--- config.mk ---
export PLATFORM = sky130hd
export DESIGN_NAME = sort_scheduler
export DESIGN_NICKNAME = d
export VERILOG_FILES = /design/src/rtl/sort_pkg.sv /design/src/rtl/rr_arbiter.sv /design/src/rtl/sort_scheduler.sv
export SDC_FILE = /design/constraint.sdc
export NUM_CORES = 1
export LEC_CHECK = 0
export BUFFER_PORTS_ARGS = -buffer_cell sky130_fd_sc_hd__buf_2
export CORE_MARGIN = 3
export CORE_UTILIZATION = 30
export CTS_CLUSTER_SIZE = 40
export DETAILED_ROUTE_END_ITERATION = 8
export PLACE_DENSITY = 0.58
export SYNTH_ARGS = -nofsm -noshare
export SYNTH_HDL_FRONTEND = slang
export SYNTH_SLANG_ARGS = --single-unit
--- constraint.sdc ---
create_clock -name i_clk -period 7.9 [get_ports i_clk]
set_clock_uncertainty 0.15 [all_clocks]
set_input_delay 0.395 -clock i_clk [delete_from_list [all_inputs] [get_ports i_clk]]
set_output_delay 0.395 -clock i_clk [all_outputs]
set_load 0.005 [all_outputs]
--- src/rtl/sort_pkg.sv ---
// Shared types and defaults for the sort scheduler and the insertion-sort engine.
package sort_pkg;

  // Default array geometry, shared with the insertionSort engine.
  localparam int NUM_VALS_DEF  = 5;
  localparam int SIZE_DATA_DEF = 8;

  // Scheduler FSM states.
  typedef enum logic [2:0] {
    IDLE  = 3'd0,
    GRANT = 3'd1,
    SETUP = 3'd2,
    RUN   = 3'd3,
    RESP  = 3'd4
  } sched_state_t;

  // Larger of two integers; used to size the shared setup/timeout counter.
  function automatic int max_int(input int a, input int b);
    return (a > b) ? a : b;
  endfunction

endpackage

--- src/rtl/rr_arbiter.sv ---
// Combinational round-robin arbiter: the search starts one past the last grant.
module rr_arbiter #(
  parameter int NUM_REQ = 4,
  parameter int IDX_W   = $clog2(NUM_REQ)
) (
  input  logic [NUM_REQ-1:0] req_i,
  input  logic [IDX_W-1:0]   last_i,
  output logic [NUM_REQ-1:0] gnt_o,
  output logic [IDX_W-1:0]   idx_o,
  output logic               valid_o
);

  int               cand;
  logic [IDX_W-1:0] cand_idx;
  logic             found;

  // Walk the requesters from last+1 (mod NUM_REQ) and take the first one asserted.
  always_comb begin
    gnt_o    = '0;
    idx_o    = '0;
    found    = 1'b0;
    cand     = 0;
    cand_idx = '0;
    for (int k = 1; k <= NUM_REQ; k++) begin
      cand     = (int'(last_i) + k) % NUM_REQ;
      cand_idx = IDX_W'(cand);
      if (!found && req_i[cand_idx]) begin
        found           = 1'b1;
        gnt_o[cand_idx] = 1'b1;
        idx_o           = cand_idx;
      end
    end
  end

  assign valid_o = |req_i;

endmodule

--- src/rtl/sort_scheduler.sv ---
// Shares one insertion-sort engine among NUM_REQ requesters: round-robin grant,
// data hold, setup window before start, timeout watchdog, tagged response.
module sort_scheduler
  import sort_pkg::*;
#(
  parameter int NUM_REQ   = 4,
  parameter int NUM_VALS  = NUM_VALS_DEF,
  parameter int SIZE_DATA = SIZE_DATA_DEF,
  parameter int SETUP_CYC = 2,
  parameter int TIMEOUT   = 255
) (
  input  logic                                   i_clk,
  input  logic                                   i_rst,
  input  logic [NUM_REQ-1:0]                     i_req,
  input  logic [NUM_REQ*NUM_VALS*SIZE_DATA-1:0]  i_data,
  output logic [NUM_REQ-1:0]                     o_ack,
  output logic [NUM_REQ-1:0]                     o_done,
  output logic [NUM_VALS*SIZE_DATA-1:0]          o_data,
  output logic                                   o_err,
  output logic                                   o_busy,
  output logic                                   o_eng_start,
  output logic [NUM_VALS*SIZE_DATA-1:0]          o_eng_data,
  input  logic                                   i_eng_done,
  input  logic [NUM_VALS*SIZE_DATA-1:0]          i_eng_data
);

  localparam int DW    = NUM_VALS * SIZE_DATA;
  localparam int IDX_W = $clog2(NUM_REQ);
  localparam int CNT_W = $clog2(max_int(TIMEOUT, SETUP_CYC) + 1);

  localparam logic [CNT_W-1:0] SETUP_LAST = CNT_W'(SETUP_CYC - 1);
  localparam logic [CNT_W-1:0] TO_VAL     = CNT_W'(TIMEOUT);
  localparam logic [CNT_W-1:0] CNT_SAT    = '1;
  localparam logic [IDX_W-1:0] LAST_RST   = IDX_W'(NUM_REQ - 1);

  sched_state_t        state_q;
  logic [IDX_W-1:0]    gidx_q;
  logic [IDX_W-1:0]    last_q;
  logic [CNT_W-1:0]    cnt_q;
  logic [DW-1:0]       hold_q;
  logic [DW-1:0]       res_q;
  logic [NUM_REQ-1:0]  ack_q;
  logic [NUM_REQ-1:0]  done_q;
  logic                err_q;
  logic                busy_q;
  logic                start_q;

  logic [NUM_REQ-1:0]  arb_gnt;
  logic [IDX_W-1:0]    arb_idx;
  logic                arb_valid;
  logic [DW-1:0]       sel_slice;

  rr_arbiter #(
    .NUM_REQ (NUM_REQ),
    .IDX_W   (IDX_W)
  ) u_arb (
    .req_i   (i_req),
    .last_i  (last_q),
    .gnt_o   (arb_gnt),
    .idx_o   (arb_idx),
    .valid_o (arb_valid)
  );

  // Pick the granted requester's slice out of the packed input bus.
  always_comb begin
    sel_slice = '0;
    for (int r = 0; r < NUM_REQ; r++) begin
      if (gidx_q == IDX_W'(r)) begin
        sel_slice = i_data[r*DW +: DW];
      end
    end
  end

  // Scheduler FSM; every output is a register updated on the transition into its state.
  always_ff @(posedge i_clk or posedge i_rst) begin
    if (i_rst) begin
      state_q <= IDLE;
      gidx_q  <= '0;
      last_q  <= LAST_RST;
      cnt_q   <= '0;
      hold_q  <= '0;
      res_q   <= '0;
      ack_q   <= '0;
      done_q  <= '0;
      err_q   <= 1'b0;
      busy_q  <= 1'b0;
      start_q <= 1'b0;
    end else begin
      ack_q  <= '0;
      done_q <= '0;
      case (state_q)
        IDLE: begin
          if (arb_valid) begin
            gidx_q  <= arb_idx;
            ack_q   <= arb_gnt;
            busy_q  <= 1'b1;
            state_q <= GRANT;
          end
        end
        GRANT: begin
          hold_q  <= sel_slice;
          last_q  <= gidx_q;
          cnt_q   <= '0;
          state_q <= SETUP;
        end
        SETUP: begin
          if (cnt_q >= SETUP_LAST) begin
            cnt_q   <= '0;
            start_q <= 1'b1;
            state_q <= RUN;
          end else begin
            cnt_q <= cnt_q + 1'b1;
          end
        end
        RUN: begin
          // A done arriving in the same cycle as the timeout still delivers the result.
          if (i_eng_done) begin
            res_q   <= i_eng_data;
            start_q <= 1'b0;
            done_q  <= NUM_REQ'(1) << gidx_q;
            state_q <= RESP;
          end else if ((TIMEOUT != 0) && (cnt_q == TO_VAL)) begin
            res_q   <= '0;
            err_q   <= 1'b1;
            start_q <= 1'b0;
            done_q  <= NUM_REQ'(1) << gidx_q;
            state_q <= RESP;
          end else if (cnt_q != CNT_SAT) begin
            cnt_q <= cnt_q + 1'b1;
          end
        end
        RESP: begin
          err_q   <= 1'b0;
          busy_q  <= 1'b0;
          state_q <= IDLE;
        end
        default: begin
          start_q <= 1'b0;
          busy_q  <= 1'b0;
          err_q   <= 1'b0;
          state_q <= IDLE;
        end
      endcase
    end
  end

  assign o_ack       = ack_q;
  assign o_done      = done_q;
  assign o_data      = res_q;
  assign o_err       = err_q;
  assign o_busy      = busy_q;
  assign o_eng_start = start_q;
  assign o_eng_data  = hold_q;

endmodule

==> metrics.txt <==
routed wire length per instance=18.9 um; Initial Util=31.0%; vias per inst=5.09; Slew Limit Headroom=18.1%; CTS tree=yes; Total Power=2.69 mW; sequential fraction of the synthesis area=48.9%; worst ir drop on vdd=0.164 mV; number of flops mapped to enable cells by yosys=0; first-pass GRT wire length=27.4 mm; hold path start=i_eng_data[2]; RSZ-0062 raised after global routing=false; Max Slew Vio Count=0; post-synthesis mux area share=25.9%; crit-path cells=ha_1 -> and4_4 -> a41oi_2 -> o21ai_0 -> o21ai_0 -> o31ai_1; dominant synthesized flop cell=dfrtp_1; Core Area=17500 um^2; fin area=7390 um^2; Worst path slowest cell=o21ai_0; DP Wirelength=13.3 mm; total CTS buffers=9; fin nets=900; CP Data Required Time=8000 ps; DP Area=7080 um^2; Synth Area per Inst=13.6 um^2; mapped cell area=5430 um^2; crit path launch=cnt_q[0]$_DFFE_PP0P_; CP top delay family=compound AO/OA/AOI/OAI gates; Leakage=3.58 nW; Fillers=1661; simple-gate share of the synthesized area=6.22%; row cnt=48; # port buffers=297; ANT cells=0; Die X=141 um; # clock sinks=106; Worst R2R Start=cnt_q[0]$_DFFE_PP0P_; status=finished clean; layout cells sized above 1=59.5%; vias in the first global route=5017; CP most frequent cell=o21ai_0; pwr/cell area=364 nW/um^2; die height=141 um; Critical Path Source Type=register; initial antenna violation count=0; Crit path buffers/inverters=0; # IOs=298; clock root buffer=clkbuf_16; Tmin final=2620 ps; clock slew at reported path FFs=80 ps; Setup WS pre-CTS=5290 ps; P&R area growth vs syn=36.1%; pin count of the biggest net entering global routing=76; die area=19800 um^2; setup repair bufs after CTS=0; Tot GR Track Use=17.4%; Synth Area in Adders=2.53%; CP endpoint kind=register; Final Cycle Share=33.2%; setup violators final=0; xor/xnor share of the synthesized area=0%; largest stage delay on the critical path=980 ps; largest family of logic cells by synthesized area=multiplexers; synth unique cells=45; routability cong.=0.936; antenna viol nets, final=0; First DRT Iteration DRCs=335; gr ovfl total=0; Synth Area in Compound Gates=12.7%; routed wire length=17.3 mm; FFs w/ async S/R, synth=100%; PnR worst setup slack=5280 ps; Clock Latency Late Sink=350 ps; CP arrival=2730 ps; type of the worst setup path=reg2reg; Post-Synthesis Cells=399; Max-Cap Viols=0; Remaining DRCs=0; Util after Layout=42.2%; Final Hold Fails=0; slew at the pin closest to its max-slew limit=1220 ps; Synth Net Count=617; total iterations of the first detailed-routing run=5; clock buffer depth=2; H-Tree Depth=3; Yosys warnings=0; f_max=381 MHz; Yosys reg bits=106; setup TNS=0 ps; vias=4639; Critical Path Fanout Max=12; Hold Crit Class=in2reg
## Yosys cell counts (2+ instances only)
cell type | instances | share of area [%]
nor4_1 | 2 | 0.23
a22oi_1 | 2 | 0.28
and3_1 | 2 | 0.23
buf_6 | 4 | 0.83
buf_2 | 13 | 1.2
mux2_2 | 40 | 8.3
o22ai_1 | 2 | 0.23
nand3_1 | 3 | 0.28
nor3b_1 | 3 | 0.41
o31ai_1 | 3 | 0.41
mux4_2 | 42 | 17
dfrtp_1 | 104 | 48
o21ai_0 | 13 | 1.2
a222oi_1 | 4 | 0.74
o211ai_1 | 2 | 0.28
clkbuf_1 | 12 | 0.83
nor2_1 | 14 | 0.97
a21oi_1 | 14 | 1.3
dfstp_2 | 2 | 0.97
nor3_1 | 6 | 0.55
a22o_1 | 40 | 6.5
and2_1 | 2 | 0.23
nand2b_1 | 4 | 0.46
ha_1 | 11 | 2.5
nor2b_1 | 4 | 0.46
nand2_1 | 21 | 1.5
inv_1 | 12 | 0.83
## area by class of cell
type                    instances  area (um^2)  area share (%)
flip-flops and latches        106         2660            36.0
multi-input cells             251         2570            34.8
repair buffers                302         1530            20.6
well taps                     225          282            3.81
clock buffers                   9          225            3.05
clock inverters                 7         81.3            1.10
inverters                      12         47.5           0.643
## metrics by stage
stage	std cells	hold slack (ps)
after floorplan	399	331
after global placement	895	268
after CTS	912	81.6
after detailed placement	895	273
final	912	105
after global routing	912	87.8
## per-layer routing
metal	vias up	track usage, %	wire length (um)
li1	2107	-	-
met1	2323	22.0	7000
met2	194	29.8	8760
met3	15	3.76	1240
met4	0	5.51	280
met5	-	0	0
## final timing paths
kind	endpoint	slack (ps)	cells after the start
worst max-delay path	cnt_q[3]$_DFFE_PP0P_	5280	6
worst min-delay path	o_data[2]$_DFFE_PP0P_	100	2
worst max register to register	cnt_q[3]$_DFFE_PP0P_	5280	6
worst min register to register	o_eng_data[12]$_DFFE_PP0N_	350	1
max in group asynchronous	gidx_q[0]$_DFFE_PP0P_	5790	4
min in group asynchronous	o_eng_data[29]$_DFFE_PP0N_	440	3
## cell usage in the layout, fill, tap and decap left out, types with 2 or more instances in the layout
cell type	n
inv_1	11
o211ai_1	2
ha_1	11
a22oi_1	2
nor2b_1	4
inv_8	2
a21oi_1	14
nand2_1	21
nand2b_1	4
buf_4	4
mux4_2	42
o22ai_1	2
a22o_1	40
clkbuf_16	9
o31ai_1	3
nor3b_1	3
clkinv_8	2
dfrtp_2	2
clkinv_4	2
a222oi_1	4
nor3_1	6
and3_1	2
nor2_1	14
buf_2	297
dfstp_2	2
dfrtp_1	102
o21ai_0	13
nand3_1	3
nor4_1	2
mux2_2	40
## report_power, final
group | internal (mW) | total, mW | switching, mW
clock network | 0.226 | 0.452 | 0.226
registers | 0.788 | 0.992 | 0.204
logic | 0.694 | 1.25 | 0.555
total | 1.71 | 2.69 | 0.985
## sequential cells by signal (all words and copies together), names as in the netlist, 2 cells and up
| register | flops |
|---|---|
| gidx_q | 2 |
| o_data | 40 |
| o_ack | 4 |
| last_q | 2 |
| o_done | 4 |
| state_q | 3 |
| cnt_q | 8 |
| o_eng_data | 40 |
## what timing repair did
action	CTS	global route
hold endpoints to repair	31	0
gates resized for setup	0	0
hold buffers	1	0
## kinds of logic (layout without fill, tap and decap cells)
kind of cell,after synthesis,after routing
DFF,106,106
AOI/OAI and AO/OA,90,90
muxes,83,83
and+or+nand+nor,67,67
buffers and inverters,42,330
adders and majority gates,11,11
No activity file was read; power rests on OpenSTA's default activity.
